File: src/rtl/seq_detector_param.sv
// seq_detector_param: serial bit-pattern detector with a run-time programmable
// pattern of 1..MAX_LEN bits, selectable overlapping detection and a saturating
// match counter.
//
// Ports:
//   clk          rising-edge clock
//   reset        synchronous, active-low reset (0 = reset)
//   x            serial data bit
//   x_valid      x is sampled this cycle
//   cfg_load     latch cfg_* this cycle (wins over x_valid)
//   cfg_pattern  pattern; bit [len-1] is received first, bit [0] last
//   cfg_len      pattern length in bits
//   cfg_overlap  1 = overlapping detection
//   z            one-cycle match pulse (registered)
//   match_count  saturating match count (registered)
//   cfg_err      active configuration is invalid (registered)
module seq_detector_param #(
  parameter int unsigned        MAX_LEN     = 8,
  parameter int unsigned        CNT_W       = 8,
  parameter logic [MAX_LEN-1:0] DEF_PATTERN = MAX_LEN'(8'b0000_0110),
  parameter int unsigned        DEF_LEN     = 4,
  parameter bit                 DEF_OVERLAP = 1'b1,
  localparam int unsigned       LEN_W       = $clog2(MAX_LEN + 1)
) (
  input  logic               clk,
  input  logic               reset,
  input  logic               x,
  input  logic               x_valid,
  input  logic               cfg_load,
  input  logic [MAX_LEN-1:0] cfg_pattern,
  input  logic [LEN_W-1:0]   cfg_len,
  input  logic               cfg_overlap,
  output logic               z,
  output logic [CNT_W-1:0]   match_count,
  output logic               cfg_err
);

  localparam bit DefErr = (DEF_LEN == 0) || (DEF_LEN > MAX_LEN);

  logic [MAX_LEN-1:0] hist_q;
  logic [LEN_W-1:0]   fill_q;
  logic [MAX_LEN-1:0] pat_q;
  logic [LEN_W-1:0]   len_q;
  logic               ovl_q;
  logic               err_q;
  logic               z_q;
  logic [CNT_W-1:0]   cnt_q;

  logic [MAX_LEN-1:0] hist_new;
  logic [MAX_LEN-1:0] len_mask;
  logic [LEN_W-1:0]   fill_inc;
  logic               match;
  logic               load_err;

  always_comb begin
    hist_new = {hist_q[MAX_LEN-2:0], x};
    fill_inc = (fill_q == LEN_W'(MAX_LEN)) ? fill_q : fill_q + 1'b1;
    // Only the low len bits take part in the compare; the rest are don't-care.
    len_mask = '0;
    for (int i = 0; i < MAX_LEN; i++) begin
      len_mask[i] = (i < int'(len_q));
    end
    match = x_valid && !err_q && (fill_inc >= len_q) &&
            (((hist_new ^ pat_q) & len_mask) == '0);
    load_err = (cfg_len == '0) || (cfg_len > LEN_W'(MAX_LEN));
  end

  always_ff @(posedge clk) begin
    if (!reset) begin
      hist_q <= '0;
      fill_q <= '0;
      pat_q  <= DEF_PATTERN;
      len_q  <= LEN_W'(DEF_LEN);
      ovl_q  <= DEF_OVERLAP;
      err_q  <= DefErr;
      z_q    <= 1'b0;
      cnt_q  <= '0;
    end else if (cfg_load) begin
      // Any x sampled alongside a load is dropped.
      hist_q <= '0;
      fill_q <= '0;
      pat_q  <= cfg_pattern;
      len_q  <= cfg_len;
      ovl_q  <= cfg_overlap;
      err_q  <= load_err;
      z_q    <= 1'b0;
      cnt_q  <= '0;
    end else begin
      z_q <= 1'b0;
      if (x_valid) begin
        hist_q <= hist_new;
        // Non-overlap: forget the matched bits so none of them are reused.
        fill_q <= (match && !ovl_q) ? '0 : fill_inc;
        if (match) begin
          z_q <= 1'b1;
          if (cnt_q != {CNT_W{1'b1}}) begin
            cnt_q <= cnt_q + 1'b1;
          end
        end
      end
    end
  end

  assign z           = z_q;
  assign match_count = cnt_q;
  assign cfg_err     = err_q;

endmodule

File: config.mk
export PLATFORM = sky130hd
export DESIGN_NAME = seq_detector_param
export DESIGN_NICKNAME = d
export VERILOG_FILES = /design/src/rtl/seq_detector_param.sv
export SDC_FILE = /design/constraint.sdc
export NUM_CORES = 1
export LEC_CHECK = 0
export CORE_MARGIN = 2
export CORE_UTILIZATION = 35
export DETAILED_ROUTE_END_ITERATION = 10
export GPL_ROUTABILITY_DRIVEN = 0
export HOLD_SLACK_MARGIN = 0.12
export PLACE_DENSITY = 0.59
export SLEW_MARGIN = 20
export SYNTH_ARGS = -nofsm -noshare
export SYNTH_HDL_FRONTEND = slang
export SYNTH_SLANG_ARGS = --single-unit
File: constraint.sdc
create_clock -name clk -period 3.3 [get_ports clk]
set_clock_uncertainty 0.1 [all_clocks]
set_input_delay 0.99 -clock clk [delete_from_list [all_inputs] [get_ports clk]]
set_output_delay 0.99 -clock clk [all_outputs]
set_load 0.02 [all_outputs]
==> results of run 1 <==
## cells in the final DEF, fill, tap and decap left out, types with 2 or more instances in the layout
cell and n:
sky130_fd_sc_hd__mux2i_1 20, sky130_fd_sc_hd__o211ai_1 2, sky130_fd_sc_hd__o32ai_1 2, sky130_fd_sc_hd__clkinv_2 2, sky130_fd_sc_hd__inv_1 7, sky130_fd_sc_hd__ha_1 7, sky130_fd_sc_hd__clkbuf_8 5, sky130_fd_sc_hd__dfxtp_1 34
sky130_fd_sc_hd__xnor2_1 8, sky130_fd_sc_hd__nor3_1 2, sky130_fd_sc_hd__nand3b_1 4, sky130_fd_sc_hd__nor2_1 12, sky130_fd_sc_hd__nand2_1 10, sky130_fd_sc_hd__or3_1 3, sky130_fd_sc_hd__xor2_1 5, sky130_fd_sc_hd__o21ai_1 3
sky130_fd_sc_hd__clkdlybuf4s50_1 27, sky130_fd_sc_hd__a31oi_1 2, sky130_fd_sc_hd__a21oi_1 5, sky130_fd_sc_hd__nor2b_1 10, sky130_fd_sc_hd__o22ai_1 2, sky130_fd_sc_hd__and3_1 2, sky130_fd_sc_hd__buf_4 6, sky130_fd_sc_hd__nand3_1 9
sky130_fd_sc_hd__o21ai_0 6
## stage by stage
step	util	hold slack, ns	area, um^2	cells
floorplan	-	0.342	1670	179
global placement	0.434	0.372	2020	257
detailed placement	0.434	0.368	2020	257
CTS	0.451	0.387	2100	264
global route	0.451	0.411	2100	264
finish	0.451	0.382	2100	264
## state kept, by name (all words and copies together), names as in the netlist
register / count
hist_q: 7
cfg_err: 1
match_count: 8
len_q: 4
ovl_q: 1
fill_q: 4
pat_q: 8
z: 1
## layout make-up
class / count / area (um^2)
multi-input cells: 129 / 932
clock buffers: 5 / 68.8
repair buffers: 33 / 315
clock inverters: 2 / 10.0
fillers: 445 / 2560
well taps: 54 / 67.6
inverters: 7 / 26.3
flip-flops and latches: 34 / 681
## metal layers
layer,global-route usage,routed length [um],part of all wire,vias up
met1,0.187,1600,0.48,603
met2,0.225,1570,0.47,17
met5,0,0,0,-
met3,0.0414,98,0.029,7
met4,0.0741,70,0.021,0
li1,-,-,-,693
## report_power, final
group / switching, W / internal, W
clock network: 0.000141 / 0.000141
logic: 0.0000423 / 0.0000545
registers: 0.0000114 / 0.000422
total: 0.000195 / 0.000618
## worst paths after layout
kind / start / endpoint / slack (ns)
setup / recovery: fill_q[0] / match_count[4] / 0.61
hold / removal: ovl_q / ovl_q / 0.38
setup reg to reg: fill_q[0] / match_count[4] / 0.61
hold reg to reg: ovl_q / ovl_q / 0.38
## tightest hold or removal path: stages, from the launching register on
cell and delay [ns]:
sky130_fd_sc_hd__dfxtp_1 0.33, sky130_fd_sc_hd__mux2i_1 0.07, sky130_fd_sc_hd__nand2_1 0.06
## logic make-up (layout without fill, tap and decap cells)
logic type                 Yosys count  count (layout)  share of synthesized area
AOI/OAI and AO/OA                   29              29                      0.120
xor gates and xnor gates            13              13                     0.0680
adders and majority gates            7               7                     0.0523
buffers and inverters               16              47                     0.0366
DFF                                 34              34                      0.407
muxes                               20              20                      0.120
and+or+nand+nor                     60              60                      0.197
==> flow_results.xml, run 1 <==
<?xml version="1.0" encoding="UTF-8"?>
<metrics>
  <group name="synth">
    <metric name="synth.top_cells.by_area" unit="">sky130_fd_sc_hd__dfxtp_1, sky130_fd_sc_hd__mux2i_1, sky130_fd_sc_hd__ha_1</metric>
    <metric name="syn_inst" unit="">179</metric>
    <metric name="synth_fp_nets" unit="">204</metric>
    <metric name="synth.largest_area_cell" unit="">sky130_fd_sc_hd__dfxtp_1</metric>
    <metric name="register_area_share_after_synthesis" unit="">0.407</metric>
    <metric name="synth_top_cells_by_count" unit="">sky130_fd_sc_hd__dfxtp_1, sky130_fd_sc_hd__mux2i_1, sky130_fd_sc_hd__nor2_1, sky130_fd_sc_hd__nand2_1, sky130_fd_sc_hd__nor2b_1</metric>
    <metric name="asyncSetResetFlopFracSynth" unit="">0</metric>
    <metric name="ys_ff_latch" unit="">34</metric>
    <metric name="cell_area_after_synthesis" unit="um^2">1670</metric>
    <metric name="yosysTopAreaCellShare" unit="">0.407</metric>
    <metric name="synth_edf_count" unit="">0</metric>
    <metric name="yosys_warnings" unit="">0</metric>
    <metric name="yosys_most_used_dff" unit="">sky130_fd_sc_hd__dfxtp_1</metric>
    <metric name="post_synth_num_cell_types" unit="">39</metric>
    <metric name="most_frequently_used_cell_type_in_the_post_synthesis_netlist" unit="">sky130_fd_sc_hd__dfxtp_1</metric>
    <metric name="synth_area_per_cell" unit="um^2">9.35</metric>
  </group>
  <group name="final_layout">
    <metric name="drive_gt1_frac" unit="">0.0762</metric>
    <metric name="nets" unit="">235</metric>
    <metric name="areaGrowthSynthToFinish" unit="%">25.5</metric>
    <metric name="antenna_diodes" unit="">0</metric>
  </group>
  <group name="outcome">
    <metric name="status" unit="">finished clean</metric>
  </group>
  <group name="sta">
    <metric name="setup_viol" unit="">0</metric>
    <metric name="slew_violations" unit="">0</metric>
    <metric name="worstMarginPinSlew" unit="ns">0.286</metric>
    <metric name="grt_setup_unrepaired" unit="">false</metric>
    <metric name="final.period_utilization" unit="">0.816</metric>
    <metric name="final_critical_path_setup_slack" unit="ns">0.607</metric>
    <metric name="max-slew-margin-rel" unit="">0.809</metric>
    <metric name="final-hold-violation-count" unit="">0</metric>
    <metric name="maxClockFrequency" unit="MHz">371</metric>
    <metric name="final.min_clock_period" unit="ns">2.69</metric>
    <metric name="setup_total_negative_slack" unit="ns">0</metric>
  </group>
  <group name="route">
    <metric name="detail_route.drc_violations" unit="">0</metric>
    <metric name="wirelength" unit="um">3340</metric>
    <metric name="postRouteAntennaNets" unit="">0</metric>
    <metric name="detail_route.wl_per_cell" unit="um">12.7</metric>
    <metric name="drtIter0Drc" unit="">59</metric>
    <metric name="detailedRoute.firstPassIterationCount" unit="">4</metric>
    <metric name="vias" unit="">1320</metric>
    <metric name="viasPerCell" unit="">5.00</metric>
  </group>
  <group name="critical_path">
    <metric name="critPathBufInv" unit="">2</metric>
    <metric name="crit_required" unit="ns">3.41</metric>
    <metric name="timing.critical_path.fanout_max" unit="">10</metric>
    <metric name="path_class" unit="">flip-flop to flip-flop</metric>
    <metric name="timing.critical_path.mode_cell" unit="">sky130_fd_sc_hd__ha_1</metric>
    <metric name="reg2regPathDepth" unit="">12</metric>
    <metric name="cp_slowest_cell" unit="">sky130_fd_sc_hd__dfxtp_1</metric>
    <metric name="endpoint_kind" unit="">flip-flop</metric>
    <metric name="cp_slowest_stage_delay" unit="ns">0.34</metric>
    <metric name="crit_path_cell_trace" unit="">inv_1, ha_1, nand3b_1, and2_1, ha_1, o21a_1, o22ai_1, a221oi_2, nand4_1, buf_4, or3_1, a21oi_1</metric>
    <metric name="critical_path_cell_count" unit="">12</metric>
    <metric name="crit_arrival" unit="ns">2.81</metric>
    <metric name="critical_path.startpoint_type" unit="">flip-flop</metric>
    <metric name="critical_path.top_delay_family" unit="">simple AND/OR/NAND/NOR gates</metric>
  </group>
  <group name="clock_network">
    <metric name="cts_root_buffer" unit="">sky130_fd_sc_hd__clkbuf_8</metric>
    <metric name="clk_latency" unit="ns">0.28</metric>
    <metric name="cts_buffers" unit="">5</metric>
    <metric name="tritoncts_num_sinks" unit="">34</metric>
    <metric name="cts.path.max_buffers" unit="">2</metric>
    <metric name="cts.reportedPaths.clkPinSlew" unit="ns">0.06</metric>
    <metric name="cts_resized" unit="">0</metric>
    <metric name="htreeDepth" unit="">2</metric>
    <metric name="cts_tree" unit="">done</metric>
    <metric name="cts_post_setup_buffers_inserted" unit="">0</metric>
    <metric name="cts_hold_buffers" unit="">0</metric>
  </group>
  <group name="global_routing">
    <metric name="grt_pass1_wl" unit="um">5890</metric>
    <metric name="first_global_vias" unit="">1277</metric>
    <metric name="grtUsageTotal" unit="">0.147</metric>
    <metric name="grt_antenna_before_repair" unit="">0</metric>
    <metric name="grt_max_degree" unit="">17</metric>
    <metric name="grt_overflow_total" unit="">0</metric>
  </group>
  <group name="worst_hold_path">
    <metric name="hold_path_depth" unit="">2</metric>
    <metric name="hold_path.class" unit="">flip-flop to flip-flop</metric>
  </group>
  <group name="power">
    <metric name="power.static_leakage" unit="nW">0.816</metric>
    <metric name="power.density_cell_area" unit="nW/um^2">387</metric>
    <metric name="overall_power" unit="W">0.000813</metric>
    <metric name="vdd_ir_drop_max" unit="mV">0.183</metric>
  </group>
  <group name="placement">
    <metric name="port_buffers" unit="">27</metric>
    <metric name="dp.final_hpwl" unit="um">2590</metric>
    <metric name="pre_cts_ws" unit="ns">0.420</metric>
  </group>
  <group name="die">
    <metric name="floorplan.initialDensity" unit="">0.359</metric>
    <metric name="core_region_area" unit="um^2">4660</metric>
    <metric name="die-width" unit="um">73.2</metric>
    <metric name="die_area" unit="um^2">5350</metric>
    <metric name="count_of_standard_cell_rows" unit="">25</metric>
    <metric name="floorplan.io_pins" unit="">28</metric>
    <metric name="die_height" unit="um">73.2</metric>
  </group>
  <group name="job">
    <metric name="max_cap_violations" unit="">0</metric>
  </group>
</metrics>
(Power assumes the default switching activity.)
==> run 2: changes to the inputs <==
==> constraint.sdc (replaced) <==
create_clock -name clk -period 2.7 [get_ports clk]
set_clock_uncertainty 0.1 [all_clocks]
set_input_delay 0.81 -clock clk [delete_from_list [all_inputs] [get_ports clk]]
set_output_delay 0.81 -clock clk [all_outputs]
set_load 0.02 [all_outputs]
==> run 2 against run 1 <==
Against the previous run: hold slack improved by 0.0012 ns; first-iteration DRC count rose by 51%; global-route usage fell by 0.25 points; via count rose by 5.2%; combinational power rose by 30%; critical endpoint is now match_count[7]; largest cell class unchanged; largest power group unchanged.
==> flow_results.xml, run 2 (synthesis results as in run 1) <==
<?xml version="1.0" encoding="UTF-8"?>
<metrics>
  <group name="outcome">
    <metric name="status" unit="">finished clean</metric>
  </group>
  <group name="power">
    <metric name="power.density_cell_area" unit="nW/um^2">504</metric>
    <metric name="vdd_ir_drop_max" unit="mV">0.398</metric>
    <metric name="overall_power" unit="W">0.00111</metric>
    <metric name="power.static_leakage" unit="nW">0.866</metric>
  </group>
  <group name="final_layout">
    <metric name="nets" unit="">241</metric>
    <metric name="commonest_non_fill_non_tap_cell_in_the_layout" unit="">sky130_fd_sc_hd__dfxtp_1</metric>
    <metric name="drive_gt1_frac" unit="">0.134</metric>
    <metric name="layout.cells.most_common_list" unit="">sky130_fd_sc_hd__dfxtp_1, sky130_fd_sc_hd__clkdlybuf4s50_1, sky130_fd_sc_hd__mux2i_1, sky130_fd_sc_hd__nor2_1, sky130_fd_sc_hd__buf_4</metric>
    <metric name="fillers" unit="">466</metric>
    <metric name="areaGrowthSynthToFinish" unit="%">31.9</metric>
    <metric name="finalCoreUtilization" unit="">0.474</metric>
    <metric name="antenna_diodes" unit="">0</metric>
    <metric name="final_cell_area" unit="um^2">2210</metric>
  </group>
  <group name="critical_path">
    <metric name="timing.critical_path.fanout_max" unit="">4</metric>
    <metric name="crit-reg2reg-capture" unit="">match_count[7]</metric>
    <metric name="reg2regPathDepth" unit="">11</metric>
    <metric name="worst_setup_path_endpoint" unit="">match_count[7]</metric>
    <metric name="crit-reg2reg-launch" unit="">fill_q[0]</metric>
    <metric name="cp_slowest_stage_delay" unit="ns">0.54</metric>
    <metric name="crit_required" unit="ns">2.82</metric>
    <metric name="critPathBufInv" unit="">1</metric>
    <metric name="endpoint_kind" unit="">flip-flop</metric>
    <metric name="crit_path_cell_trace" unit="">inv_2, ha_1, nand3b_1, and2_4, ha_4, o21a_1, o22ai_2, a221oi_2, nand4_1, or4_1, a21oi_1</metric>
    <metric name="path_class" unit="">flip-flop to flip-flop</metric>
    <metric name="critical_path.startpoint" unit="">fill_q[0]</metric>
    <metric name="crit_arrival" unit="ns">2.71</metric>
    <metric name="critical_path.top_delay_family" unit="">simple AND/OR/NAND/NOR gates</metric>
    <metric name="critical_path_cell_count" unit="">11</metric>
    <metric name="cp_slowest_cell" unit="">sky130_fd_sc_hd__or4_1</metric>
    <metric name="critical_path.startpoint_type" unit="">flip-flop</metric>
    <metric name="ff2ff_setup_slack" unit="ns">0.12</metric>
  </group>
  <group name="global_routing">
    <metric name="grt_overflow_total" unit="">0</metric>
    <metric name="grtUsageTotal" unit="">0.144</metric>
    <metric name="grt_antenna_before_repair" unit="">0</metric>
    <metric name="grt_max_degree" unit="">17</metric>
    <metric name="first_global_vias" unit="">1285</metric>
    <metric name="grt_pass1_wl" unit="um">5860</metric>
  </group>
  <group name="sta">
    <metric name="setup_viol" unit="">0</metric>
    <metric name="worstMarginPinSlew" unit="ns">0.313</metric>
    <metric name="final.period_utilization" unit="">0.957</metric>
    <metric name="grt_setup_unrepaired" unit="">true</metric>
    <metric name="final_critical_path_setup_slack" unit="ns">0.117</metric>
    <metric name="max-slew-margin-rel" unit="">0.792</metric>
    <metric name="maxClockFrequency" unit="MHz">387</metric>
    <metric name="final.min_clock_period" unit="ns">2.58</metric>
    <metric name="slew_violations" unit="">0</metric>
    <metric name="final-hold-violation-count" unit="">0</metric>
  </group>
  <group name="clock_network">
    <metric name="cts_root_buffer" unit="">sky130_fd_sc_hd__clkbuf_8</metric>
    <metric name="cts_hold_buffers" unit="">0</metric>
    <metric name="htreeDepth" unit="">2</metric>
    <metric name="cts.reportedPaths.clkPinSlew" unit="ns">0.07</metric>
    <metric name="clk_latency" unit="ns">0.29</metric>
    <metric name="cts_tree" unit="">done</metric>
    <metric name="cts_buffers" unit="">5</metric>
    <metric name="tritoncts_num_sinks" unit="">34</metric>
    <metric name="cts.path.max_buffers" unit="">2</metric>
  </group>
  <group name="worst_hold_path">
    <metric name="worst_hold_startpoint" unit="">ovl_q</metric>
    <metric name="hold_path.class" unit="">flip-flop to flip-flop</metric>
    <metric name="hold_path_depth" unit="">2</metric>
  </group>
  <group name="die">
    <metric name="die_height" unit="um">73.2</metric>
    <metric name="core_region_area" unit="um^2">4660</metric>
    <metric name="floorplan.initialDensity" unit="">0.359</metric>
    <metric name="floorplan.io_pins" unit="">28</metric>
    <metric name="die-width" unit="um">73.2</metric>
    <metric name="die_area" unit="um^2">5350</metric>
    <metric name="count_of_standard_cell_rows" unit="">25</metric>
  </group>
  <group name="route">
    <metric name="drtIter0Drc" unit="">89</metric>
    <metric name="viasPerCell" unit="">5.13</metric>
    <metric name="detailedRoute.firstPassIterationCount" unit="">4</metric>
    <metric name="wirelength" unit="um">3500</metric>
    <metric name="postRouteAntennaNets" unit="">0</metric>
    <metric name="detail_route.drc_violations" unit="">0</metric>
    <metric name="vias" unit="">1389</metric>
    <metric name="detail_route.wl_per_cell" unit="um">12.9</metric>
  </group>
  <group name="placement">
    <metric name="port_buffers" unit="">27</metric>
    <metric name="postPlaceCellArea" unit="um^2">2050</metric>
    <metric name="pre_cts_ws" unit="ns">0.00250</metric>
    <metric name="dp.final_hpwl" unit="um">2670</metric>
  </group>
  <group name="job">
    <metric name="max_cap_violations" unit="">0</metric>
  </group>
</metrics>
run 2: changes by cell type in the layout (fill, tap and decap cells not counted), sizes merged:
| cell | delta |
|---|---|
| buf | +6 |
| bufinv | +1 |
| clkinv | -2 |
| clkbuf | +2 |
run 2: worst min path at each step:
stage	endpoint	slack, ns
2_1_floorplan	ovl_q	0.34
3_3_place_gp	ovl_q	0.36
3_5_place_dp	ovl_q	0.37
4_1_cts	ovl_q	0.39
5_1_grt	ovl_q	0.41
6_report	ovl_q	0.38
run 2: worst register-to-register path, cell delays in order, from the launching register on:
cell and delay (ns):
sky130_fd_sc_hd__dfxtp_2 0.33, sky130_fd_sc_hd__inv_2 0.06, sky130_fd_sc_hd__ha_1 0.14, sky130_fd_sc_hd__nand3b_1 0.16, sky130_fd_sc_hd__and2_4 0.21, sky130_fd_sc_hd__ha_4 0.25
sky130_fd_sc_hd__o21a_1 0.13, sky130_fd_sc_hd__o22ai_2 0.07, sky130_fd_sc_hd__a221oi_2 0.22, sky130_fd_sc_hd__nand4_1 0.18, sky130_fd_sc_hd__or4_1 0.54, sky130_fd_sc_hd__a21oi_1 0.13
run 2: power breakdown:
group | switching [W] | total [W] | internal [W] | leakage, nW
Sequential | 0.0000144 | 0.000531 | 0.000516 | 0.278
Combinational | 0.0000544 | 0.000126 | 0.0000718 | 0.536
Clock | 0.000180 | 0.000456 | 0.000276 | 0.0524
run 2: layer usage:
layer	track usage	part of all wire	vias up
met1	0.179	0.45	641
met4	0.0679	0.017	0
li1	-	-	711
met2	0.234	0.49	32
met5	0	0	-
met3	0.0345	0.043	5
run 2: layout make-up:
cell class	instances	area [um^2]	share of cell area
Clock buffer	7	76.3	0.0346
Clock inverter	1	30.0	0.0136
Inverter	7	26.3	0.0119
Multi-Input combinational cell	129	961	0.435
Sequential cell	34	683	0.309
Tap cell	54	67.6	0.0306
Timing Repair Buffer	39	364	0.165
run 2: stage by stage:
step	instances	hold WS, ns	setup TNS [ns]
detailed placement	261	0.373	0
finish	271	0.383	0
global route	271	0.412	-0.100
CTS	269	0.388	0
global placement	261	0.363	0
floorplan	179	0.342	0
run 2: repair_timing:
item                                    CTS  global route
hold endpoints to repair                  0             0
resized for setup                         0            10
setup buffers                             0             2
endpoints found under the setup margin    0             7
